--- config.mk ---
export PLATFORM = sky130hd
export DESIGN_NAME = interval_timer_flat
export DESIGN_NICKNAME = d
export VERILOG_FILES = /design/src/rtl/interval_timer_pkg.sv /design/src/rtl/interval_timer_if.sv /design/src/rtl/interval_timer_time_param_regs.sv /design/src/rtl/interval_timer.sv /design/src/flat_wrapper.sv
export SDC_FILE = /design/constraint.sdc
export NUM_CORES = 1
export LEC_CHECK = 0
export CAP_MARGIN = 10
export CORE_MARGIN = 5
export CORE_UTILIZATION = 30
export DETAILED_ROUTE_END_ITERATION = 6
export SLEW_MARGIN = 20
export SYNTH_ARGS = -nofsm -noshare
export SYNTH_HDL_FRONTEND = slang
export SYNTH_SLANG_ARGS = --single-unit
--- constraint.sdc ---
create_clock -name clk -period 1.7 [get_ports clk]
set_input_delay 0.34 -clock clk [delete_from_list [all_inputs] [get_ports clk]]
set_output_delay 0.34 -clock clk [all_outputs]
set_load 0.01 [all_outputs]
--- src/rtl/interval_timer_pkg.sv ---
// Shared definitions for the interval timer and the traffic-light controller:
// interval select codes, default durations, the countdown state type and a
// helper that folds the reserved interval code onto the base interval.
package interval_timer_pkg;

    // Duration select codes; 2'b11 is reserved and behaves as base.
    typedef enum logic [1:0] {
        BASE_ADD = 2'b00,
        EXT_ADD  = 2'b01,
        YEL_ADD  = 2'b10,
        RSVD_ADD = 2'b11
    } interval_code_t;

    // Default durations in seconds (reset values and zero-substitutes).
    localparam int BASE_DEFAULT_S = 6;
    localparam int EXT_DEFAULT_S  = 3;
    localparam int YEL_DEFAULT_S  = 2;

    // Number of programmable duration registers.
    localparam int NUM_PARAMS = 3;

    // Countdown state: idle or counting.
    typedef enum logic {
        ST_IDLE  = 1'b0,
        ST_COUNT = 1'b1
    } timer_state_t;

    // Map the reserved code onto base so the selector only sees 00/01/10.
    function automatic logic [1:0] effective_interval(input logic [1:0] code);
        logic [1:0] result;
        result = code;
        if (code == 2'(RSVD_ADD)) begin
            result = 2'(BASE_ADD);
        end
        return result;
    endfunction

endpackage

--- src/rtl/interval_timer_if.sv ---
// Bundle of control, programming and status signals between the controller
// side (master) and the interval timer (slave).
interface interval_timer_if #(
    parameter int WIDTH = 4
);
    logic             one_hz_enable;
    logic             start_timer;
    logic [1:0]       interval;
    logic             prog_write;
    logic [1:0]       param_sel;
    logic [WIDTH-1:0] time_value;
    logic             expired;
    logic [WIDTH-1:0] remaining;
    logic             running;

    modport master (
        output one_hz_enable,
        output start_timer,
        output interval,
        output prog_write,
        output param_sel,
        output time_value,
        input  expired,
        input  remaining,
        input  running
    );

    modport slave (
        input  one_hz_enable,
        input  start_timer,
        input  interval,
        input  prog_write,
        input  param_sel,
        input  time_value,
        output expired,
        output remaining,
        output running
    );
endinterface

--- src/rtl/interval_timer_time_param_regs.sv ---
// Three programmable duration registers (base, extended, yellow) with
// zero-to-default substitution on write, plus a selector that returns the
// duration for the requested interval, forwarding a same-edge write.
module time_param_regs
    import interval_timer_pkg::*;
#(
    parameter int WIDTH        = 4,
    parameter int BASE_DEFAULT = BASE_DEFAULT_S,
    parameter int EXT_DEFAULT  = EXT_DEFAULT_S,
    parameter int YEL_DEFAULT  = YEL_DEFAULT_S
) (
    input  logic             clk,
    input  logic             rst,
    input  logic             prog_write,
    input  logic [1:0]       param_sel,
    input  logic [WIDTH-1:0] time_value,
    input  logic [1:0]       interval,
    output logic [WIDTH-1:0] sel_value
);

    logic [WIDTH-1:0] param_value [NUM_PARAMS];
    logic [WIDTH-1:0] write_value [NUM_PARAMS];
    logic [1:0]       eff_sel;
    logic             bypass;

    genvar gi;
    generate
        for (gi = 0; gi < NUM_PARAMS; gi++) begin : g_param
            localparam int DEF_INT = (gi == 0) ? BASE_DEFAULT :
                                     (gi == 1) ? EXT_DEFAULT  : YEL_DEFAULT;
            localparam logic [WIDTH-1:0] DEF = WIDTH'(DEF_INT);

            logic [WIDTH-1:0] value_reg;

            // A zero duration is meaningless, so it falls back to the default.
            assign write_value[gi] = (time_value == '0) ? DEF : time_value;
            assign param_value[gi] = value_reg;

            // Duration register: reset to default, written when selected.
            always_ff @(posedge clk or posedge rst) begin
                if (rst) begin
                    value_reg <= DEF;
                end else if (prog_write && (param_sel == 2'(gi))) begin
                    value_reg <= write_value[gi];
                end
            end
        end
    endgenerate

    assign eff_sel = effective_interval(interval);
    assign bypass  = prog_write && (param_sel == eff_sel);

    // Select the requested duration; a coincident write to it wins.
    always_comb begin
        sel_value = param_value[0];
        case (eff_sel)
            2'(EXT_ADD): sel_value = bypass ? write_value[1] : param_value[1];
            2'(YEL_ADD): sel_value = bypass ? write_value[2] : param_value[2];
            default:     sel_value = bypass ? write_value[0] : param_value[0];
        endcase
    end

endmodule

--- src/rtl/interval_timer.sv ---
// Countdown timer feeding the traffic-light controller. Loads the selected
// duration on start_timer, decrements once per one_hz_enable tick and emits
// a single-cycle expired pulse when the count reaches zero.
module interval_timer
    import interval_timer_pkg::*;
#(
    parameter int WIDTH        = 4,
    parameter int BASE_DEFAULT = BASE_DEFAULT_S,
    parameter int EXT_DEFAULT  = EXT_DEFAULT_S,
    parameter int YEL_DEFAULT  = YEL_DEFAULT_S
) (
    input  logic              clk,
    input  logic              rst,
    interval_timer_if.slave   bus
);

    timer_state_t     state_reg;
    logic [WIDTH-1:0] remaining_reg;
    logic             expired_reg;
    logic [WIDTH-1:0] sel_value;

    time_param_regs #(
        .WIDTH        (WIDTH),
        .BASE_DEFAULT (BASE_DEFAULT),
        .EXT_DEFAULT  (EXT_DEFAULT),
        .YEL_DEFAULT  (YEL_DEFAULT)
    ) u_params (
        .clk        (clk),
        .rst        (rst),
        .prog_write (bus.prog_write),
        .param_sel  (bus.param_sel),
        .time_value (bus.time_value),
        .interval   (bus.interval),
        .sel_value  (sel_value)
    );

    // Countdown FSM: start restarts unconditionally and swallows a coincident
    // tick; the final tick clears the counter and raises expired for one cycle.
    always_ff @(posedge clk or posedge rst) begin
        if (rst) begin
            state_reg     <= ST_IDLE;
            remaining_reg <= '0;
            expired_reg   <= 1'b0;
        end else begin
            expired_reg <= 1'b0;
            if (bus.start_timer) begin
                remaining_reg <= sel_value;
                state_reg     <= ST_COUNT;
            end else if ((state_reg == ST_COUNT) && bus.one_hz_enable) begin
                if (remaining_reg > WIDTH'(1)) begin
                    remaining_reg <= remaining_reg - WIDTH'(1);
                end else begin
                    remaining_reg <= '0;
                    state_reg     <= ST_IDLE;
                    expired_reg   <= 1'b1;
                end
            end
        end
    end

    assign bus.remaining = remaining_reg;
    assign bus.running   = (state_reg == ST_COUNT);
    assign bus.expired   = expired_reg;

endmodule

--- src/flat_wrapper.sv ---
// flat-port wrapper written by rule: the top's interface ports become plain ports
module interval_timer_flat import interval_timer_pkg::*;
#(
    parameter int WIDTH        = 4,
    parameter int BASE_DEFAULT = BASE_DEFAULT_S,
    parameter int EXT_DEFAULT  = EXT_DEFAULT_S,
    parameter int YEL_DEFAULT  = YEL_DEFAULT_S
)
  (clk, rst, bus_one_hz_enable, bus_start_timer, bus_interval, bus_prog_write, bus_param_sel, bus_time_value, bus_expired, bus_remaining, bus_running);
  interval_timer_if #(.WIDTH(WIDTH)) bus_i ();
  input  logic clk;
  input  logic rst;
  input wire logic [$bits(bus_i.one_hz_enable)-1:0] bus_one_hz_enable;
  input wire logic [$bits(bus_i.start_timer)-1:0] bus_start_timer;
  input wire logic [$bits(bus_i.interval)-1:0] bus_interval;
  input wire logic [$bits(bus_i.prog_write)-1:0] bus_prog_write;
  input wire logic [$bits(bus_i.param_sel)-1:0] bus_param_sel;
  input wire logic [$bits(bus_i.time_value)-1:0] bus_time_value;
  output wire logic [$bits(bus_i.expired)-1:0] bus_expired;
  output wire logic [$bits(bus_i.remaining)-1:0] bus_remaining;
  output wire logic [$bits(bus_i.running)-1:0] bus_running;
  assign bus_i.one_hz_enable = bus_one_hz_enable;
  assign bus_i.start_timer = bus_start_timer;
  assign bus_i.interval = bus_interval;
  assign bus_i.prog_write = bus_prog_write;
  assign bus_i.param_sel = bus_param_sel;
  assign bus_i.time_value = bus_time_value;
  assign bus_expired = bus_i.expired;
  assign bus_remaining = bus_i.remaining;
  assign bus_running = bus_i.running;
  interval_timer #(.WIDTH(WIDTH), .BASE_DEFAULT(BASE_DEFAULT), .EXT_DEFAULT(EXT_DEFAULT), .YEL_DEFAULT(YEL_DEFAULT)) u_core (.clk(clk), .rst(rst), .bus(bus_i));
endmodule
* Word level (Yosys, flattened, before mapping)
Cells that the tools add are included.
** Storage, ports and cells
- Flip-flop bits (word level) :: 18
** Operators by class
- Muxes and demuxes :: 17
- Reductions and logical operators :: 9
- Equality and inequality tests :: 7
- $lt $le $gt $ge :: 1
- Add/sub/neg operators :: 1
** Operators by type and width (count)
- 2-to-1 mux 4 bit :: 9
- case mux 4 bit (2 select lines) :: 1
- equality test 2 bit (second input constant) :: 3
- 2-to-1 mux 1 bit :: 6
- logical AND 1 bit :: 5
- equality test 2 x 1 -> 1 bit (second input constant) :: 2
- > comparator 4 x 1 -> 1 bit (second input constant) :: 1
- zero test 4 bit :: 1
- subtractor 4 x 1 -> 4 bit (second input constant) :: 1
- equality test 2 bit :: 1
- zero test 2 bit :: 1
- 2-to-1 mux 2 bit :: 1
- inequality test 2 bit (second input constant) :: 1
- AND reduction 2 bit :: 1
- nonzero test 2 bit :: 1

* Logic depth before layout (Yosys ltp)
- Depth in word-level cells :: 7
- Depth in mapped cells :: 8

* By module
A second synthesis with hierarchy kept.
** Unflattened totals
- Cell total of the unflattened synthesis :: 113
- Area, all modules :: 1087.3 µm²
** Modules (own cells, without submodules)
- time_param_regs :: times used 1, area an instance 729.4 µm², cells each 75
- interval_timer :: times used 1, area an instance 357.8 µm², cells each 38

* Worst setup path after synthesis
Ideal clock, no wire load.
- Path kind :: input-to-reg
- Start :: input bus_interval[1]
- End :: register u_core.remaining_reg[0], in the netlist u_core.bus.remaining[0]
- Slack :: -0.136 ns
- Arrival :: 1.716 ns
- Stages on the path :: 8
- Required time :: 1.580 ns
- Path through :: inv_1 ha_1 buf_6 xnor2_2 nand3_2 mux2_4 a211o_1 a31o_1
** On the way
- Word-level cells in the longest chain between the ends :: 7
- Elaborated cells between the ends (all ways) :: 11
** RTL lines
- from (decl) :: line flat_wrapper.sv:15 : input wire logic [$bits(bus_i.interval)-1:0] bus_interval;
- equality test 2 bit :: line interval_timer_pkg.sv:32 : if (code == 2'(RSVD_ADD)) begin
- 2-to-1 mux 2 bit * :: line interval_timer_pkg.sv:32
- equality test 2 bit :: line interval_timer_time_param_regs.sv:51 : assign bypass = prog_write && (param_sel == eff_sel);
- logical AND 1 bit :: line interval_timer_time_param_regs.sv:51
- 2-to-1 mux 4 bit (on tied branches) :: line interval_timer_time_param_regs.sv:59, interval_timer_time_param_regs.sv:57, interval_timer_time_param_regs.sv:58
- case mux 4 bit (2 select lines) * :: line interval_timer_time_param_regs.sv:56 : case (eff_sel)
- 2-to-1 mux 4 bit * :: line interval_timer.sv:46 : if (bus.start_timer) begin
- to (signal assigned) :: line interval_timer.sv:47 : remaining_reg <= sel_value;
- to (signal assigned) :: line interval_timer.sv:51 : remaining_reg <= remaining_reg - WIDTH'(1);
- to (decl) :: line interval_timer.sv:18 : logic [WIDTH-1:0] remaining_reg;
Every way passes the cells marked *; elsewhere a longest branch is shown, timed or not.
A chain may end at the register's enable or synchronous reset.

* Worst setup path in the final report
- Start :: register u_core.remaining_reg[3], in the netlist u_core.bus.remaining[3]
- End :: output bus_remaining[3]
** RTL lines
- to (decl) :: line flat_wrapper.sv:20 : output wire logic [$bits(bus_i.remaining)-1:0] bus_remaining;
No word-level cell between the ends.

==> impl_results.md <==
- Crit end category: output pin
- R2r startpoint: u_core.bus.remaining[0]$_DFFE_PP0P_
- Synthesized area: 1090 um2
- Fin crit period: 1.62 ns
- DR DRC count: 0
- Slew at the pin with the worst max-slew slack: 0.298 ns
- Hold Slack: 0.339 ns
- Maximum operating frequency: 617 MHz
- H-tree depth: 1
- Netlist cell types: 36
- Total GRT Usage: 11.7%
- Worst Path Class, Setup: register to output pin
- Max-slew violations: 0
- Max reg flops: 12
- TritonCTS clock tree: yes
- Port buffer count: 18
- Clock sinks: 18
- Critical path's largest stage delay: 0.56 ns
- DP HPWL: 2120 um
- Skew-Pair Late Insertion Delay: 0.29 ns
- N_diodes: 0
- Largest net degree at the start of global routing: 19
- Sequence of cells on the critical path: clkdlybuf4s50_1
- Unrepaired setup endpoints after global routing: no
- First DRT Iteration DRCs: 23
- Fin nets: 169
- First-pass GRT wire length: 4650 um
- Critical Path RT: 1.36 ns
- Initial antenna violation count: 0
- Type of origin of the critical path: register
- Clk slew on worst S/H paths: 0.11 ns
- Die X: 70.2 um
- Yosys top cell area share: 29.9%
- Clock tree buffer depth: 2
- CP bufs+invs: 1
- Synth warnings: 0
- Post-Route WL: 2660 um
- Power, Total: 1520 uW
- CP Data Arrival Time: 1.28 ns
- Cell taking the most area after synthesis: dfrtp_1
- Synth top area cells: dfrtp_1 (30%), dfstp_2 (12%), mux2_2 (7.2%)
- Synthesized Nets: 125
- Cell family with most CP delay: buffers and inverters
- Vias post-DR: 964
- #FFs+latches synth: 18
- Fin crit share: 95.3%
- Slew margin rel.: 80.1%
- DR WL/cell: 13.5 um
- Clock root cell: clkbuf_4
- Area Growth Syn to Fin: 44.8%
- Status: finished clean
- Worst R2R Setup Slack: 0.18 ns
- Cell Pwr Density: 966 nW/um2
- P_leak: 0.000716 uW
- Seq/Total Area, Yosys: 42.0%
- Setup-failing EPs final: 0
- Worst r2r path cells: 7
- Mapped Avg Cell Area: 10.1 um2
- Core area: 3420 um2
- FP Rows: 21
- Post-DRT Antenna Nets: 0
- Vias in the first global route: 994
- Share of cells above drive strength 1: 35.8%
- RR Endpoint: u_core.bus.remaining[3]$_DFFE_PP0P_
- GPL Wtd Cong: 0.786
- Worst-case clock skew: 0.00669 ns
- Die area: 4930 um2
- Pre-antenna DRT Iters: 4
- Drt via density: 4.89
- Slowest cell on crit path: clkdlybuf4s50_1
- Total gr overflow: 0
- Worst min-delay path class: primary input to asynchronous set/reset pin
- IO Pins: 19
- # hold bufs at CTS: 0
- CP max FO: 5
- Cell count after synthesis: 108
- Height of the die: 70.2 um
- Max IR drop VDD: 309 uV
- Initial Util: 31.8%
- MaxCap Viol Count: 0
- Fin. Hold Viols: 0
- CTS buffer count: 3
- Final core occ: 46.1%
[through the flow]
step	std cells	area, um2	TNS, ns	setup WS [ns]
CTS	197	1560	0	0.0157
floorplan	108	1120	0	0.00259
global placement	192	1510	-2.96	-0.535
detailed placement	192	1510	-3.25	-0.569
global route	197	1570	0	0.00743
finish	197	1570	0	0.0791
[power breakdown]
part / switching (uW) / internal (uW) / total [uW]
logic: 290 / 349 / 639
clock network: 139 / 130 / 270
registers: 70.1 / 541 / 611
total: 500 / 1020 / 1520
[worst max path at each step]
stage / from / endpoint / slack (ns) / depth (start not counted)
final: u_core.bus.remaining[3]$_DFFE_PP0P_ / bus_remaining[3] / 0.08 / 1
after global routing: u_core.bus.remaining[3]$_DFFE_PP0P_ / bus_remaining[3] / 0.007 / 1
after CTS: u_core.bus.remaining[1]$_DFFE_PP0P_ / bus_remaining[1] / 0.02 / 2
after detailed placement: bus_interval[0] / u_core.bus.remaining[1]$_DFFE_PP0P_ / -0.57 / 8
after global placement: bus_interval[1] / u_core.bus.remaining[0]$_DFFE_PP0P_ / -0.54 / 8
after floorplan: u_core.bus.remaining[0]$_DFFE_PP0P_ / u_core.bus.remaining[3]$_DFFE_PP0P_ / 0.003 / 7
[layer usage]
| layer | wire length (um) | part of all wire (%) | global-route usage, % |
|---|---|---|---|
| met1 | 1220 | 46 | 14.1 |
| met2 | 1370 | 52 | 20.5 |
| met3 | 50 | 1.9 | 2.01 |
| met4 | 23 | 0.86 | 5.11 |
| met5 | 0 | 0 | 0 |
[logic make-up after synthesis]
group                    share of synthesized area (%)
adder cells (fa/ha/maj)                           4.60
buffers and inverters                             3.80
AO/OA/AOI/OAI                                     14.5
AND/OR/NAND/NOR                                   19.6
XOR/XNOR                                          2.30
flip-flops                                        42.0
multiplexers                                      13.2
[cell type report]
class	instances	area, um2
multi-input cells	82	643
clock buffers	4	36.3
flip-flops and latches	18	458
inverters	6	25.0
repair buffers	41	354
fillers	343	1840
well taps	46	57.6
[cells in the final DEF (no fill, tap or decap), types with 3 or more instances in the layout]
master	netlist	layout
dfstp_2	5	5
nand2_1	9	9
o21ai_0	6	5
a22oi_1	3	3
nor2_1	9	9
inv_1	6	5
nand3_1	3	3
clkdlybuf4s50_1	0	12
nor3_1	4	4
dlygate4sd2_1	0	3
a21oi_1	6	5
buf_4	1	23
mux2_2	7	7
clkbuf_4	0	3
nand3b_1	3	3
mux2i_1	5	5
dfrtp_1	13	12
[synthesized netlist by cell type (all sizes together)]
master,n
a211o,1
a211oi,1
a21bo,1
a21oi,6
a221oi,1
a22oi,3
a31o,1
a31oi,1
a32oi,1
and3,1
and4bb,1
buf,2
dfrtp,13
dfstp,5
ha,4
inv,6
mux2,8
mux2i,5
nand2,9
nand3,5
nand3b,3
nor2,9
nor2b,2
nor3,4
nor3b,2
nor4,1
o2111ai,1
o21ai,6
o31ai,1
or2,1
or2b,1
xnor2,2
[repair_timing]
| item | CTS | global route |
|---|---|---|
| buffers inserted | 1 | 0 |
| gates resized for setup | 8 | 6 |
| pin swaps | 1 | 1 |
| setup endpoints to repair | 5 | 5 |
No activity file was read; power rests on OpenSTA's default activity.
